--- src/rtl/alu_pkg.sv ---
// Shared types and widths for the ALU request sequencer.
package alu_pkg;

  localparam int OPERAND_W = 16;
  localparam int RESULT_W  = 32;
  localparam int OPCODE_W  = 3;
  localparam int COUNT_W   = 4;

  typedef enum logic [OPCODE_W-1:0] {
    ADD     = 3'b000,
    MUL     = 3'b001,
    SUB     = 3'b010,
    AND     = 3'b011,
    OR      = 3'b100,
    XOR     = 3'b101,
    NOT     = 3'b110,
    ILLEGAL = 3'b111
  } opcode_t;

  typedef enum logic [1:0] {
    IDLE = 2'b00,
    EXEC = 2'b01,
    DONE = 2'b10
  } state_t;

endpackage

--- src/rtl/alu_seq_timer.sv ---
// Down-counter timing the EXEC phase; zero marks the final EXEC cycle.
module alu_seq_timer
  import alu_pkg::*;
(
  input  logic               clk,
  input  logic               rst_n,
  input  logic               load,
  input  logic [COUNT_W-1:0] load_value,
  input  logic               dec,
  output logic               zero
);

  logic [COUNT_W-1:0] count;

  // Load on acceptance, otherwise count down to zero and stay there
  always_ff @(posedge clk or negedge rst_n) begin
    if (!rst_n) begin
      count <= '0;
    end else if (load) begin
      count <= load_value;
    end else if (dec && (count != '0)) begin
      count <= count - 1'b1;
    end
  end

  assign zero = (count == '0);

endmodule

--- src/rtl/alu_sequencer.sv ---
// Sequences one request at a time through an external combinational ALU,
// holding operands stable and returning the sampled result via handshake.
module alu_sequencer
  import alu_pkg::*;
#(
  parameter int MUL_CYCLES = 2
) (
  input  logic                clk,
  input  logic                rst_n,
  input  logic                in_valid,
  output logic                in_ready,
  input  logic [OPERAND_W-1:0] in_a,
  input  logic [OPERAND_W-1:0] in_b,
  input  logic [OPCODE_W-1:0]  in_op,
  output logic [OPERAND_W-1:0] alu_a,
  output logic [OPERAND_W-1:0] alu_b,
  output logic [OPCODE_W-1:0]  alu_op,
  input  logic [RESULT_W-1:0]  alu_result,
  output logic                out_valid,
  input  logic                out_ready,
  output logic [RESULT_W-1:0]  out_result,
  output logic                out_err
);

  state_t             state;
  state_t             next_state;
  logic               accept;
  logic               is_illegal;
  logic               timer_zero;
  logic [COUNT_W-1:0] timer_load_value;

  assign in_ready   = (state == IDLE);
  assign out_valid  = (state == DONE);
  assign accept     = in_valid && in_ready;
  assign is_illegal = (in_op == ILLEGAL);

  // The timer holds the number of EXEC cycles remaining after the current one
  assign timer_load_value = (in_op == MUL) ? COUNT_W'(MUL_CYCLES - 1) : '0;

  alu_seq_timer u_timer (
    .clk        (clk),
    .rst_n      (rst_n),
    .load       (accept && !is_illegal),
    .load_value (timer_load_value),
    .dec        (state == EXEC),
    .zero       (timer_zero)
  );

  // State register
  always_ff @(posedge clk or negedge rst_n) begin
    if (!rst_n) begin
      state <= IDLE;
    end else begin
      state <= next_state;
    end
  end

  // Next-state logic: illegal opcodes bypass EXEC straight to an error response
  always_comb begin
    next_state = state;
    case (state)
      IDLE: begin
        if (accept) begin
          next_state = is_illegal ? DONE : EXEC;
        end
      end
      EXEC: begin
        if (timer_zero) begin
          next_state = DONE;
        end
      end
      DONE: begin
        if (out_ready) begin
          next_state = IDLE;
        end
      end
      default: next_state = IDLE;
    endcase
  end

  // Operand capture at acceptance and result capture on the final EXEC cycle
  always_ff @(posedge clk or negedge rst_n) begin
    if (!rst_n) begin
      alu_a      <= '0;
      alu_b      <= '0;
      alu_op     <= ADD;
      out_result <= '0;
      out_err    <= 1'b0;
    end else if (accept) begin
      if (is_illegal) begin
        out_result <= '0;
        out_err    <= 1'b1;
      end else begin
        alu_a  <= in_a;
        alu_b  <= in_b;
        alu_op <= in_op;
      end
    end else if ((state == EXEC) && timer_zero) begin
      out_result <= alu_result;
      out_err    <= 1'b0;
    end
  end

endmodule

--- config.mk ---
export PLATFORM = sky130hd
export DESIGN_NAME = alu_sequencer
export DESIGN_NICKNAME = d
export VERILOG_FILES = /design/src/rtl/alu_pkg.sv /design/src/rtl/alu_seq_timer.sv /design/src/rtl/alu_sequencer.sv
export SDC_FILE = /design/constraint.sdc
export NUM_CORES = 1
export LEC_CHECK = 0
export ABC_AREA = 1
export CAP_MARGIN = 15
export CORE_MARGIN = 8
export CORE_UTILIZATION = 45
export CTS_BUF_LIST = sky130_fd_sc_hd__clkbuf_16
export DETAILED_ROUTE_END_ITERATION = 8
export HOLD_SLACK_MARGIN = 0.08
export PLACE_DENSITY = 0.95
export SLEW_MARGIN = 15
export SYNTH_ARGS = -nofsm -noshare
export SYNTH_HDL_FRONTEND = slang
export SYNTH_HIERARCHICAL = 1
export SYNTH_SLANG_ARGS = --single-unit
--- constraint.sdc ---
create_clock -name clk -period 3 [get_ports clk]
set_clock_uncertainty 0.1 [all_clocks]
set_input_delay 0.6 -clock clk [delete_from_list [all_inputs] [get_ports clk]]
set_output_delay 0.6 -clock clk [all_outputs]
set_load 0.01 [all_outputs]
# Word-level counts from Yosys, hierarchy flattened
# Index checks and enable logic that the tools add are counted.
# W data, S select, Z words.
# op_classes
muxes	14
addsub	1
reduce_logical	13
n_bitwise	1
eq_ne	8
# ops
operator	n
$mux W32	3
$mux W2	4
$mux W4	2
$ne A2 B1 Y1 const B	3
$pmux W2 S3	1
$logic_and A1 B1 Y1	4
$logic_not A4 Y1	1
$mux W1	4
$reduce_and A2 Y1	2
$reduce_bool A2 Y1	2
$reduce_bool A4 Y1	1
$sub A4 B1 Y4 const B	1
$eq A3 B1 Y1 const B	1
$eq A3 B3 Y1 const B	1
$reduce_and A3 Y1	1
$eq A2 B1 Y1 const B	1
$eq A2 B2 Y1 const B	1
$logic_not A2 Y1	1
$ne A2 B2 Y1 const B	1
$logic_not A1 Y1	1
$not A1 Y1	1
# word_totals
elab_cells	44
regBits	74
output_inout_bits	70

# Longest topological paths before layout
# logic_depth
depth_word	4
depth_mapped	11

# Cells and area by module
# Netlist, hierarchy kept.
# modules_own_cells
module	cells_per_inst	seq_area_each_um2	instances	area_each_um2
alu_sequencer	310	1751.7	1	2795.2
alu_seq_timer	46	100.1	1	295.3

# Worst setup path before layout
# OpenSTA, ideal clock, no wires.
# synth_path
path_kind	in2reg
from	input in_valid
to	register u_timer.count[3]
stages	10
setup_slack_ns	1.422
arrival_time_ns	1.361
setup_ns	0.116
path_cell_list	inv_1 > nor2_4 > nand2_2 > inv_4 > buf_4 > inv_2 > nand3b_1 > nand2_1 > clkinv_1 > nand2_1
# synth_via
elab_chain_len	3
word_cells_on_any_way	4
cone_classes	mux: 1; reduce/logical: 3
# synth_lines
element	line	rtl
start, declared	alu_sequencer.sv:10	input logic in_valid,
$logic_and A1 B1 Y1 (*)	alu_sequencer.sv:34	assign accept = in_valid && in_ready;
$logic_and A1 B1 Y1 (*)	alu_sequencer.sv:43	.load (accept && !is_illegal),
$mux W4 or $reduce_bool A2 Y1 (tied branches)	-	
end signal, assigned	alu_seq_timer.sv:20	count <= load_value;
end signal, assigned	alu_seq_timer.sv:22	count <= count - 1'b1;
end, declared	alu_seq_timer.sv:13	logic [COUNT_W-1:0] count;
# Every way passes the cells marked *; elsewhere a longest branch is shown, timed or not.
# A chain may end at the register's enable or synchronous reset.

# Worst setup path in the final report
# layout_path
from	register u_timer.count[0]
to	register out_result[18]
# layout_via
elab_chain_len	4
# layout_lines
element	line	rtl
$logic_not A4 Y1	alu_seq_timer.sv:26	assign zero = (count == '0);
net timer_zero	alu_sequencer.sv:29	logic timer_zero;
$logic_and A1 B1 Y1	alu_sequencer.sv:98	end else if ((state == EXEC) && timer_zero) begin
$reduce_bool A2 Y1 (no line)	-	
$reduce_and A2 Y1 (no line)	-	
end signal, assigned	alu_sequencer.sv:99	out_result <= alu_result;
end, declared	alu_sequencer.sv:21	output logic [RESULT_W-1:0] out_result,
# The timed path passes the listed nets, and every way through them passes these cells.

==> results.sh <==
export IMPL_nets=566
export IMPL_die_h_um=98.9
export IMPL_clk_pin_slew_ps=60
export IMPL_slew_violations=0
export IMPL_die_w_um=98.9
export IMPL_max_cap_viol_count=0
export IMPL_finalCritPeriodShare_pct=76.5
export IMPL_start_util_pct=46.0
export IMPL_cts_tree="done"
export IMPL_cts_root_buf="clkbuf_16"
export IMPL_layout_cells_non_filler=577
export IMPL_fmax_ghz=0.436
export IMPL_critPathKind="flop to flop"
export IMPL_vias_per_cell=4.86
export IMPL_hold_viol=0
export IMPL_rr_worst_depth=8
export IMPL_clock_path_buffers=2
export IMPL_cp_start_kind="flop"
export IMPL_grt_pass1_wl_um=14500
export IMPL_h_tree_depth=3
export IMPL_clk_latency_ps=320
export IMPL_end_kind="flop"
export IMPL_grt_usage_pct=18.4
export IMPL_power_internal_mw=3.18
export IMPL_drive_above_1_share_pct=6.04
export IMPL_vias=2804
export IMPL_yosysSeqAreaShare_pct=59.9
export IMPL_worst_path_max_fanout=34
export IMPL_setup_viol=0
export IMPL_rows=30
export IMPL_fp_coreArea_mm2=0.00672
export IMPL_worstMarginPinSlew_ps=902
export IMPL_status="finished, final reports clean"
export IMPL_area_growth_pct=53.6
export IMPL_power_leakage_nw=2.39
export IMPL_combPwrFrac_pct=45.0
export IMPL_grt_ovfl_total=0
export IMPL_slowest_stage="inv_2"
export IMPL_synth_yosys_warnings=6
export IMPL_p_sw_mw=1.73
export IMPL_cts_sinks=74
export IMPL_sequentialPowerShare_pct=34.7
export IMPL_drt_iter0_markers=113
export IMPL_synth_cells=356
export IMPL_synth_area_mm2=0.00309
export IMPL_place_port_buffers=140
export IMPL_stdcell_area_mm2=0.00475
export IMPL_hold_slack_ps=303
export IMPL_nFillCells=511
export IMPL_cts_resized=0
export IMPL_fin_crit_ps=2290
export IMPL_place_inst=563
export IMPL_relSlewSlack_pct=39.9
export IMPL_num_antenna_cells=0
export IMPL_cts_hold_buf=0
export IMPL_io_pins=141
export IMPL_cts_setup_buffers=0
export IMPL_register_area_mm2=0.00185
export IMPL_swShare_pct=35.3
export IMPL_r2r_start="u_timer/count[0]"
export IMPL_multi_input_area_mm2=0.00104
export IMPL_dieArea_mm2=0.00978
export IMPL_setup_tns_ps=0
export IMPL_syn_avg_cell_area_um2=8.68
export IMPL_post_place_ws_ps=723
export IMPL_synth_seq_cells=74
export IMPL_route_detailed_drc=0
export IMPL_routabilityCongestion=0.856
export IMPL_postPlaceCellArea_mm2=0.00447
export IMPL_wire_per_inst_um=15.4
export IMPL_drtAntennaViolNets=0
export IMPL_power_density_mw_per_mm2=1040
export IMPL_hold_path_class="input pin to async pin"
export IMPL_arrival_ps=2450
export IMPL_cts_buffers=9
export IMPL_antenna_found_initial=0
export IMPL_regToRegEndpoint="out_result[18]"
export IMPL_drt_first_pass_iters=4
export IMPL_finalWirelength_um=8860
export IMPL_cp_slowest_stage_delay_ps=580
export IMPL_hpwl_um=6330
export IMPL_cp_required_ps=3160
export IMPL_crit_chain="inv_1 > ha_1 > nand2_2 > inv_1 > nand2_2 > inv_2 > nand2_1 > nand2_1"
export IMPL_synth_cell_types=24
export IMPL_r2r_slack_ps=710
export IMPL_grt_max_degree=75
export IMPL_setup_ws_ps=706
export IMPL_grt_pass1_vias=2903
export IMPL_irDropWorstVdd_mv=0.512
export IMPL_rsz0062_at_grt="false"
export IMPL_pwr_share_clk_pct=20.4
## stage by stage
| step | util [%] | power (mW) |
|---|---|---|
| after floorplan | - | 2.81 |
| after global placement | 66.6 | 3.84 |
| after detailed placement | 66.6 | 3.94 |
| after CTS | 70.6 | 4.98 |
| after global routing | 70.6 | 5.27 |
| final | 70.6 | 4.91 |
## how the worst max path moves through the flow
stage,start,endpoint,depth (start not counted),slack [ps]
floorplan,in_valid,u_timer/count[3],10,1420
global placement,in_op[2],out_result[9],6,810
detailed placement,u_timer/count[0],out_result[23],8,720
CTS,u_timer/count[0],out_result[2],8,700
global route,u_timer/count[0],out_result[3],8,490
finish,u_timer/count[0],out_result[18],8,710
## power by group through the flow
stage               clock (mW)  sequential, mW  combinational, mW
floorplan                    0            1.88              0.927
global route              1.07            1.75               2.44
detailed placement           0            1.71               2.23
finish                    1.00            1.70               2.21
CTS                       1.02            1.70               2.25
global placement             0            1.69               2.15
## per-layer routing
| metal | part of all wire, % | vias up | routed length, um | GRT usage (%) |
|---|---|---|---|---|
| li1 | - | 1359 | - | - |
| met1 | 40 | 1320 | 3520 | 20.9 |
| met2 | 50 | 115 | 4410 | 30.7 |
| met3 | 9.1 | 10 | 804 | 7.47 |
| met4 | 1.4 | 0 | 124 | 6.02 |
| met5 | 0 | - | 0 | 0 |
## final cells by class
cell class                 instances  share of cell area, %
timing repair buffer             141                   29.6
inverter                          18                   1.48
sequential                        74                   39.0
clock inverter                     5                   1.03
clock buffer                       9                   4.75
multi-input combinational        250                   22.0
tap                               80                   2.11
## flip-flops by register name, summed over array words and instances, names as in the netlist
name	cells
state	2
out_result	32
out_err	1
u_timer/count	4
alu_a	16
alu_op	3
alu_b	16
## synthesized netlist by cell type, drive strengths merged
master / instances / area share [%]
clkbuf: 1 / 0.24
a21oi: 1 / 0.16
nand2: 196 / 25
nor3: 1 / 0.16
nor2: 5 / 0.93
conb: 1 / 0.12
o211ai: 1 / 0.24
o21ai: 4 / 0.65
clkinv: 1 / 0.12
dfrtp: 74 / 60
ha: 1 / 0.40
nand3b: 2 / 0.49
nand3: 36 / 5.8
inv: 17 / 2.1
buf: 15 / 4.0
## cell usage in the layout, fill, tap and decap left out, types with 2 or more instances in the layout
cell / instances
clkdlybuf4s50_1: 139
nand3b_1: 2
inv_2: 5
dfrtp_1: 74
nand3_1: 36
nand2_1: 189
clkinv_2: 3
clkbuf_16: 9
conb_1: 3
o21ai_0: 4
nand2_2: 6
buf_4: 2
nor2_1: 3
inv_1: 12
## cell families (layout without fill, tap and decap cells)
kind of cell,after synthesis,count (layout),share of synthesized area (%)
simple gates,240,240,31.9
flops,74,74,59.9
buf+inv,34,173,6.56
compound gates,6,6,1.05
other cells,1,3,0.121
fa+ha+maj,1,1,0.405
## critical path, delay by kind of cell, from the launching register on
family / cells / cell delay [ps]
adder cells (fa/ha/maj): 1 / 230
flip-flops: 1 / 390
AND/OR/NAND/NOR: 4 / 720
buffers and inverters: 3 / 770
(Power assumes the default switching activity.)
